## config.mk

```make
export PLATFORM = sky130hd
export DESIGN_NAME = rf_sequencer
export DESIGN_NICKNAME = d
export VERILOG_FILES = /design/src/rtl/rf_sequencer.sv
export SDC_FILE = /design/constraint.sdc
export NUM_CORES = 1
export LEC_CHECK = 0
export BUFFER_PORTS_ARGS = -buffer_cell sky130_fd_sc_hd__buf_2
export CORE_ASPECT_RATIO = 0.9
export CORE_MARGIN = 2
export CORE_UTILIZATION = 61
export CTS_BUF_LIST = sky130_fd_sc_hd__clkbuf_2
export DETAILED_ROUTE_END_ITERATION = 8
export GPL_TIMING_DRIVEN = 0
export PLACE_DENSITY = 0.95
export SLEW_MARGIN = 20
export SYNTH_ARGS = -nofsm -noshare
export SYNTH_HDL_FRONTEND = slang
export SYNTH_SLANG_ARGS = --single-unit
```

## constraint.sdc

```tcl
create_clock -name clk -period 3.1 [get_ports clk]
set_input_delay 0.31 -clock clk [delete_from_list [all_inputs] [get_ports clk]]
set_output_delay 0.31 -clock clk [all_outputs]
set_load 0.01 [all_outputs]
```

## src/rtl/rf_sequencer.sv

```systemverilog
// rtl/rf_sequencer.sv - multicycle fetch/decode/execute sequencer owning a 4x8 register file
module rf_sequencer #(
  parameter int PC_W = 8
) (
  input  logic            clk,
  input  logic            rst_n,
  input  logic            start,
  output logic            imem_req,
  output logic [PC_W-1:0] imem_addr,
  input  logic            imem_ack,
  input  logic [7:0]      imem_rdata,
  output logic [1:0]      rf_addra,
  output logic [1:0]      rf_addrb,
  output logic [1:0]      rf_addrw,
  output logic            rf_we,
  output logic [7:0]      rf_wd,
  input  logic [7:0]      rf_a,
  input  logic [7:0]      rf_b,
  output logic            busy,
  output logic            halted,
  output logic            flag_z,
  output logic            flag_c
);

  typedef enum logic [2:0] {
    S_IDLE, S_FETCH, S_DECODE, S_IMM, S_EXEC, S_HALTED
  } state_t;

  state_t          state_q;
  logic [PC_W-1:0] pc_q;
  logic [7:0]      ir_q;
  logic            z_q;
  logic            c_q;

  logic [3:0] op;
  logic [8:0] sum;
  logic [7:0] alu_res;
  logic       alu_c;

  assign op = ir_q[7:4];

  always_comb begin
    sum     = {1'b0, rf_a} + {1'b0, rf_b};
    alu_res = 8'h00;
    alu_c   = 1'b0;
    case (op)
      4'h1: alu_res = rf_b;
      4'h2: begin alu_res = sum[7:0]; alu_c = sum[8]; end
      4'h3: begin alu_res = rf_a - rf_b; alu_c = (rf_a < rf_b); end
      4'h4: alu_res = rf_a & rf_b;
      4'h5: alu_res = rf_a | rf_b;
      4'h6: alu_res = rf_a ^ rf_b;
      4'h7: alu_res = ~rf_a;
      default: alu_res = 8'h00;
    endcase
  end

  always_ff @(posedge clk or negedge rst_n) begin
    if (!rst_n) begin
      state_q <= S_IDLE;
      pc_q    <= '0;
      ir_q    <= 8'h00;
      z_q     <= 1'b0;
      c_q     <= 1'b0;
    end else begin
      case (state_q)
        S_IDLE, S_HALTED: begin
          if (start) begin
            pc_q    <= '0;
            state_q <= S_FETCH;
          end
        end
        S_FETCH: begin
          if (imem_ack) begin
            ir_q    <= imem_rdata;
            pc_q    <= pc_q + PC_W'(1);
            state_q <= S_DECODE;
          end
        end
        S_DECODE: begin
          if (op == 4'hF)                        state_q <= S_HALTED;
          else if (op == 4'h8)                   state_q <= S_IMM;
          else if (op != 4'h0 && op < 4'h8)      state_q <= S_EXEC;
          else                                   state_q <= S_FETCH;
        end
        S_IMM: begin
          if (imem_ack) begin
            pc_q    <= pc_q + PC_W'(1);
            state_q <= S_FETCH;
          end
        end
        S_EXEC: begin
          // MOV is a pure copy and must not disturb the flags
          if (op != 4'h1) begin
            z_q <= (alu_res == 8'h00);
            c_q <= alu_c;
          end
          state_q <= S_FETCH;
        end
        default: state_q <= S_IDLE;
      endcase
    end
  end

  // Write strobe and data are decoded from state so an async reset kills them at once
  assign imem_req  = (state_q == S_FETCH) || (state_q == S_IMM);
  assign imem_addr = pc_q;
  assign rf_addra  = ir_q[3:2];
  assign rf_addrb  = ir_q[1:0];
  assign rf_addrw  = ir_q[3:2];
  assign rf_we     = (state_q == S_EXEC) || ((state_q == S_IMM) && imem_ack);
  assign rf_wd     = (state_q == S_EXEC) ? alu_res :
                     ((state_q == S_IMM) && imem_ack) ? imem_rdata : 8'h00;
  assign busy      = (state_q != S_IDLE) && (state_q != S_HALTED);
  assign halted    = (state_q == S_HALTED);
  assign flag_z    = z_q;
  assign flag_c    = c_q;

endmodule

```

# After elaboration in Yosys (flattened, before gate mapping)

Index checks and enable logic that the tools add are counted.

Bits in registers: 21
Output and inout port bits: 28
Word-level logic and storage cells: 64

Add/subtract/negate cells: 3
$lt $le $gt $ge: 2
Equality and inequality tests: 20
Multiplexer cells: 14
Bitwise gates (word level): 4
Reductions and logical operators: 16

Operators by type and width:

| operator                                               | count |
|---|---|
| case mux 8 bit (7 select lines)                        | 1 |
| two-way mux 8 bit                                      | 4 |
| two-way mux 3 bit                                      | 6 |
| == test 4 x 3 -> 1 bit (second input constant)         | 4 |
| case mux 8 bit (2 select lines)                        | 1 |
| case mux 3 bit (5 select lines)                        | 1 |
| adder 8 x 8 -> 9 bit                                   | 1 |
| adder 8 x 1 -> 8 bit (second input constant)           | 1 |
| AND 8 bit                                              | 1 |
| == test 4 x 2 -> 1 bit (second input constant)         | 2 |
| == test 4 bit (second input constant)                  | 2 |
| zero test 8 bit                                        | 1 |
| < comparator 8 bit                                     | 1 |
| NOT 8 bit                                              | 1 |
| OR 8 bit                                               | 1 |
| subtractor 8 bit                                       | 1 |
| bitwise XOR 8 bit                                      | 1 |
| == test 3 x 2 -> 1 bit (second input constant)         | 2 |
| == test 3 bit (second input constant)                  | 2 |
| inequality test 2 bit (second input constant)          | 3 |
| AND reduction 3 bit                                    | 2 |
| == test 4 x 1 -> 1 bit (second input constant)         | 1 |
| < comparator 4 bit (second input constant)             | 1 |
| inequality test 4 x 1 -> 1 bit (second input constant) | 1 |
| 12 further kinds                                       | 17 |

# Depth between registers and ports, before layout

Gate-level depths: netlist of run 1.

Depth after elaboration: 6
Depth in mapped cells: 10

# Worst setup path after synthesis of run 1

No wires, ideal clock.

Path type: input port to flip-flop
Start: input port rf_a[0]
End: register z_q (netlist: flag_z)
Setup time: 0.066 ns
Arrival: 2.295 ns
Path slack: 0.739 ns
Cell stages on the path: 8
Buffers on the path: 0
Cell sequence: ha_1 fa_1 xor2_1 a222oi_1 o21ai_1 or4_1 nor4_2 a32o_2

Word-level cells in the longest chain between the ends: 3

RTL lines:

| item                                           | RTL line | RTL |
|---|---|---|
| from (decl)                                    | 17       | `input logic [7:0] rf_a,` |
| subtractor 8 bit, or another cell as far along | 49       | `4'h3: begin alu_res = rf_a - rf_b; alu_c = (rf_a < rf_b); end` |
| case mux 8 bit (7 select lines) *              | 46       | `case (op)` |
| zero test 8 bit *                              | 95       | `z_q <= (alu_res == 8'h00);` |
| to (signal assigned)                           | 95       |  |
| to (decl)                                      | 32       | `logic z_q;` |

Mark *: on every way between the ends. The rest lies on a longest branch, timed or not.
A chain may end at the register's enable or synchronous reset.

# Worst setup path in the final report of run 1

Start: input port rf_b[4]
End: output port rf_wd[5]

Word-level cells in the longest chain between the ends: 3

RTL lines:

| item                                                            | RTL line | RTL |
|---|---|---|
| from (decl)                                                     | 18       | `input logic [7:0] rf_b,` |
| subtractor 8 bit / adder 8 x 8 -> 9 bit (equally long branches) | 49, 43   |  |
| case mux 8 bit (7 select lines) *                               | 46       |  |
| two-way mux 8 bit *                                             | 112      | `assign rf_wd = (state_q == S_EXEC) ? alu_res :` |
| to (decl)                                                       | 16       | `output logic [7:0] rf_wd,` |

Marks and branches as above.

==> flow_summary_export.csv, run 1 <==
group,metric,value,unit
power,power.combinational.fraction,0.710,
sta,timing.final.crit_period,2.75,ns
power,swShare,0.504,
setup_path,critPathLaunchType,"input pin",
routing,drt_iter0_drc,277,
setup_path,crit_required,2.79,ns
routing,vias_per_cell,6.20,
synth,largest_area_contributor_in_the_synthesized_netlist,"sky130_fd_sc_hd__dfrtp_1",
sta,timing.final.setup_violations,0,
clocking,post_cts_setup_bufs,0,
synth,sequential_share_of_the_synthesized_area,0.213,
power,intPower,1050,µW
global_route,first_global_vias,2362,
routing,post_route_antenna_net_violation_count,0,
run,maxCapViolCount,0,
setup_path,worstPathArrival,2.44,ns
synth,cell_count_after_synthesis,303,
clocking,clk_latency,0.34,ns
routing,detail_route.wirelength,6600,µm
floorplan,io_pins,56,
clocking,cts.clk_slew.worst_paths,0.19,ns
synth,synth_enable_flop_cells,0,
routing,detailroute.via_count,2534,
sta,drv_slew,0,
power,power.clock.fraction,0.058,
global_route,grtUsageTotal,0.292,
floorplan,design.die.area,0.00457,mm²
setup_path,crit_path_max_fanout,8,
synth,synth_warnings,0,
power,net-switching-power,1070,µW
clocking,clock_sink_count,21,
sta,setup_total_negative_slack,0,ns
power,report.power.total,2110,µW
floorplan,initial_standard_cell_utilization_of_the_core,0.648,
routing,first_pass_iters,4,
clocking,cts_buffer_depth,2,
finish,multi_input_comb_area,0.00173,mm²
synth,synthFlopType,"sky130_fd_sc_hd__dfrtp_1",
global_route,antenna_found_initial,0,
setup_path,critical_path_class,"input pin to output port",
sta,final_hold_viol_count,0,
finish,antenna_cells_inserted,0,
sta,max_freq,364,MHz
sta,finClkSkew,0.00598,ns
finish,layout-area-overhead-vs-synth,14.7,%
power,p_seq_frac,0.233,
synth,yosysUniqueCellTypes,61,
sta,holdWs,0.206,ns
synth,syn_nets,358,
synth,synthesis.area,0.00247,mm²
placement,place_hpwl,5270,µm
finish,layout.cells.most_common_list,"60 x sky130_fd_sc_hd__buf_2, 26 x sky130_fd_sc_hd__inv_1, 25 x sky130_fd_sc_hd__ha_1, 24 x sky130_fd_sc_hd__nand2_1, 21 x sky130_fd_sc_hd__dfrtp_1",
global_route,grt_pass1_wl,10800,µm
hold_path,hold_path_class,"input pin to flop",
routing,drc_errors,0,
clocking,cts_inserted_buffers,3,
floorplan,core_area,0.00381,mm²
placement,place.gp.congestion,0.954,
power,peakVddDrop,0.434,mV
clocking,clock-root-buffer,"sky130_fd_sc_hd__clkbuf_2",
setup_path,worst_setup_path_end_kind,"output port",
global_route,maximum_number_of_pins_on_one_net_before_global_route_repair,22,
finish,final_design_area_no_fill,0.00283,mm²
sta,tightestPinTransition,0.900,ns
finish,mostFrequentLayoutCell,"sky130_fd_sc_hd__buf_2",
power,cellLeakagePower,0.00145,µW
synth,syn-mean-instance-area,8.15,µm²
placement,placement.io_buffers,55,
sta,final.period_utilization,0.886,
sta,maxSlewHeadroom,0.399,
floorplan,chipWidth,71.1,µm
synth,synth_top_area_share,0.213,
finish,utilization,0.744,
run_status,status,"completed",
synth,ys_top_cells_by_area,"sky130_fd_sc_hd__dfrtp_1 21%, sky130_fd_sc_hd__ha_1 13%, sky130_fd_sc_hd__a21oi_1 4.1%, sky130_fd_sc_hd__mux2i_1 4.1%, sky130_fd_sc_hd__inv_1 4.0%",
routing,detail_route.wl_per_cell,16.1,µm
finish,final_nets,419,
finish,layout.area.seq,526,µm²
floorplan,floorplan.rows,21,
finish,layout.filler_cells,299,
placement,placed_cell_area,0.00280,mm²
sta,unrepaired_setup_endpoints_after_global_routing,"no",
finish,ratio_of_cells_with_drive_above_1_in_the_final_layout,0.253,
power,power-per-cell-area,746,mW/mm²
global_route,grt_overflow,0,
synth,asyncSetResetFlopFracSynth,1.00,
synth,ys_seq_elements,21,
clocking,cts.htree.levels,1,
floorplan,fp.dieH,64.4,µm
clocking,tritoncts_clock_tree,"done",
==> flip-flops by register name, summed over array words and instances (netlist names) <==
name / cells
ir_q: 8
imem_addr: 8
flag_z: 1
flag_c: 1
state_q: 3
==> critical path: stages <==
cell                       delay (ns)
sky130_fd_sc_hd__buf_2           0.12
sky130_fd_sc_hd__inv_1           0.06
sky130_fd_sc_hd__ha_1            0.26
sky130_fd_sc_hd__clkbuf_1        0.33
sky130_fd_sc_hd__inv_1           0.17
sky130_fd_sc_hd__a21oi_1         0.22
sky130_fd_sc_hd__nand2_1         0.09
sky130_fd_sc_hd__xnor2_1         0.14
sky130_fd_sc_hd__a211o_1         0.36
sky130_fd_sc_hd__a22o_1          0.22
sky130_fd_sc_hd__buf_2           0.14
==> final timing paths <==
check | start | endpoint | slack (ns) | cells past startpoint
max | rf_b[4] | rf_wd[5] | 0.35 | 11
max reg2reg | state_q[1] | flag_z | 0.54 | 6
min | imem_rdata[7] | ir_q[7] | 0.21 | 3
min in group asynchronous | rst_n | ir_q[0] | 0.40 | 2
max in group asynchronous | rst_n | state_q[0] | 2.37 | 2
min reg2reg | imem_addr[6] | imem_addr[6] | 0.53 | 1
==> metrics by stage <==
stage,setup slack (ns),instances
after floorplan,0.739,303
after global placement,0.366,404
after detailed placement,0.352,404
after CTS,0.403,409
after global routing,0.164,409
final,0.355,409
==> power by group through the flow <==
stage          logic (µW)  clock network (µW)  registers (µW)
2_1_floorplan        1050                   0             484
3_3_place_gp         1410                   0             481
3_5_place_dp         1470                   0             492
4_1_cts              1480                 118             486
5_1_grt              1630                 127             503
6_report             1500                 122             492
==> cell families after synthesis <==
logic type,share of synthesized area
DFF,0.213
adders and majority gates,0.143
xor gates and xnor gates,0.0248
AOI/OAI and AO/OA,0.240
buffers and inverters,0.0876
and+or+nand+nor,0.220
muxes,0.0724
==> cells in the mapped netlist (all sizes together) (7+ instances only) <==
library cell  instances
nand3                10
buf                  13
mux2i                10
o21ai                19
nand2                24
a21oi                21
ha                   25
nor2                 21
mux2                  7
inv                  27
nor2b                 7
dfrtp                21
nor3                  8
a22o                  8
==> area by class of cell <==
| cell class | instances | area share |
|---|---|---|
| multi-input combinational | 236 | 0.610 |
| clock buffer | 4 | 0.00707 |
| inverter | 27 | 0.0358 |
| buffer | 19 | 0.0406 |
| tap | 46 | 0.0203 |
| sequential | 21 | 0.186 |
| timing repair buffer | 56 | 0.101 |
==> repair_timing <==
item,in CTS,in global routing
endpoints found under the hold margin,21,0
resized for setup,0,0
hold buffers,1,0
==> layer usage <==
| metal | wire length, µm | track usage | vias to the layer above |
|---|---|---|---|
| li1 | - | - | 1201 |
| met1 | 2750 | 0.394 | 1184 |
| met2 | 3190 | 0.501 | 132 |
| met4 | 118 | 0.0684 | 0 |
| met3 | 544 | 0.0331 | 17 |
| met5 | 0 | 0 | - |
Note: power is estimated with default switching activity, not from simulation.
==> run 2, diff against run 1 <==
--- a/config.mk
+++ b/config.mk
@@ -13,7 +13,7 @@
 export DETAILED_ROUTE_END_ITERATION = 8
 export GPL_TIMING_DRIVEN = 0
 export PLACE_DENSITY = 0.95
-export SLEW_MARGIN = 20
+export RECOVER_POWER = 100
 export SYNTH_ARGS = -nofsm -noshare
 export SYNTH_HDL_FRONTEND = slang
 export SYNTH_SLANG_ARGS = --single-unit
==> constraint.sdc (replaced) <==
create_clock -name clk -period 3.24 [get_ports clk]
set_input_delay 0.324 -clock clk [delete_from_list [all_inputs] [get_ports clk]]
set_output_delay 0.324 -clock clk [all_outputs]
set_load 0.01 [all_outputs]
==> run 2 against run 1 <==
Die area is the same. Via count shrank 0.24%. Non-clock buffer count is the same. Critical path depth shrank 2. Critical path type is now flop to output port.
==> flow_summary_export.csv, run 2 (synthesized netlist as in run 1, its figures left out) <==
group,metric,value,unit
finish,ratio_of_cells_with_drive_above_1_in_the_final_layout,0.149,
setup_path,worstPathArrival,2.59,ns
routing,drt_iter0_drc,213,
global_route,antenna_found_initial,0,
finish,layout.cells.most_common_list,"37 x sky130_fd_sc_hd__clkbuf_1, 29 x sky130_fd_sc_hd__buf_2, 27 x sky130_fd_sc_hd__inv_1, 25 x sky130_fd_sc_hd__ha_1, 24 x sky130_fd_sc_hd__nand2_1",
run_status,status,"completed",
run,maxCapViolCount,0,
floorplan,design.die.area,0.00457,mm²
power,power.clock.fraction,0.059,
floorplan,io_pins,56,
setup_path,crit_required,2.92,ns
global_route,grtUsageTotal,0.292,
setup_path,worst_setup_path_end_kind,"output port",
power,cellLeakagePower,0.00131,µW
clocking,clk_latency,0.33,ns
floorplan,fp.dieH,64.4,µm
routing,first_pass_iters,8,
routing,detail_route.wl_per_cell,16.3,µm
finish,mostFrequentLayoutCell,"sky130_fd_sc_hd__clkbuf_1",
sta,timing.final.setup_violations,0,
clocking,cts.clk_slew.worst_paths,0.20,ns
routing,detail_route.wirelength,6680,µm
global_route,maximum_number_of_pins_on_one_net_before_global_route_repair,22,
sta,unrepaired_setup_endpoints_after_global_routing,"no",
floorplan,floorplan.rows,21,
hold_path,hold_path_class,"input pin to flop",
power,power-per-cell-area,709,mW/mm²
floorplan,core_area,0.00381,mm²
sta,maxSlewHeadroom,0.220,
global_route,grt_overflow,0,
placement,place.gp.congestion,0.954,
clocking,tritoncts_clock_tree,"done",
sta,final.period_utilization,0.900,
power,peakVddDrop,0.409,mV
power,report.power.total,1960,µW
power,power.combinational.fraction,0.705,
sta,timing.final.crit_period,2.92,ns
setup_path,critical_path_class,"flop to output port",
global_route,grt_pass1_wl,10800,µm
finish,layout-area-overhead-vs-synth,11.6,%
routing,detailroute.via_count,2528,
power,intPower,949,µW
sta,tightestPinTransition,1.17,ns
clocking,clock-root-buffer,"sky130_fd_sc_hd__clkbuf_2",
sta,final_hold_viol_count,0,
sta,max_freq,343,MHz
power,p_seq_frac,0.237,
placement,placed_cell_area,0.00280,mm²
clocking,cts_buffer_depth,2,
clocking,post_cts_setup_bufs,0,
finish,final_nets,419,
power,net-switching-power,1010,µW
clocking,clock_sink_count,21,
setup_path,critPathLaunchType,"flop",
floorplan,chipWidth,71.1,µm
finish,multi_input_comb_area,0.00169,mm²
finish,antenna_cells_inserted,0,
finish,layout.area.seq,526,µm²
routing,vias_per_cell,6.18,
setup_path,crit_path_max_fanout,10,
power,swShare,0.515,
floorplan,initial_standard_cell_utilization_of_the_core,0.648,
finish,layoutNonFillerInstCount,409,
routing,post_route_antenna_net_violation_count,0,
placement,placement.io_buffers,55,
finish,utilization,0.723,
placement,place_hpwl,5270,µm
global_route,first_global_vias,2362,
routing,drc_errors,0,
finish,final_design_area_no_fill,0.00276,mm²
sta,setup_total_negative_slack,0,ns
finish,layout.filler_cells,326,
sta,drv_slew,0,
placement,place_inst,404,
clocking,cts.htree.levels,1,
clocking,cts_inserted_buffers,3,
sta,finClkSkew,0.00211,ns
-- run 2: critical path, cell delays in order, from the launching register on --
cell and delay [ns]:
sky130_fd_sc_hd__dfrtp_1 0.38, sky130_fd_sc_hd__clkbuf_1 0.34, sky130_fd_sc_hd__clkbuf_1 0.46, sky130_fd_sc_hd__nand2_1 0.19, sky130_fd_sc_hd__o21ai_0 0.20, sky130_fd_sc_hd__a32oi_1 0.13, sky130_fd_sc_hd__nand3_1 0.10, sky130_fd_sc_hd__inv_1 0.05
sky130_fd_sc_hd__o21ai_0 0.21, sky130_fd_sc_hd__clkbuf_1 0.19
-- run 2: final timing paths --
check                               from           end  slack (ns)  depth (start not counted)
setup / recovery                 ir_q[6]      rf_wd[7]        0.32                          9
hold / removal             imem_rdata[0]       ir_q[0]        0.22                          2
setup reg to reg              state_q[2]  imem_addr[7]        0.53                          8
hold reg to reg             imem_addr[6]  imem_addr[6]        0.53                          1
max in group asynchronous          rst_n       ir_q[1]        1.86                          2
min in group asynchronous          rst_n       ir_q[0]        0.71                          2
-- run 2: power by group through the flow --
stage	Clock [µW]	Sequential, µW	Combinational [µW]
floorplan	0	463	1010
global placement	0	460	1350
detailed placement	0	471	1410
CTS	113	465	1410
global route	121	475	1500
finish	115	462	1380
-- run 2: layer usage --
metal / vias to the layer above / routed length (µm) / global-route usage / part of all wire
li1: 1205 / - / - / -
met1: 1191 / 2900 / 0.394 / 0.43
met2: 118 / 3180 / 0.501 / 0.48
met3: 14 / 508 / 0.0331 / 0.076
met4: 0 / 89 / 0.0684 / 0.013
met5: - / 0 / 0 / 0
-- run 2: repair_timing --
item / 4_1_cts / 5_1_grt
gates resized for setup: 0 / 0
endpoints found under the hold margin: 21 / 0
hold buffers: 1 / 0
-- run 2: stage by stage --
| stage | worst slack [ns] | hold WS (ns) |
|---|---|---|
| 3_3_place_gp | 0.492 | 0.298 |
| 6_report | 0.324 | 0.217 |
| 4_1_cts | 0.523 | 0.212 |
| 3_5_place_dp | 0.478 | 0.309 |
| 2_1_floorplan | 0.865 | 0.0284 |
| 5_1_grt | 0.162 | 0.198 |
-- run 2: area by class of cell --
class	instances	share of cell area
multi-input combinational	236	0.613
clock buffer	4	0.00726
timing repair buffer	56	0.0908
sequential	21	0.191
tap	46	0.0209
inverter	27	0.0368
buffer	19	0.0404
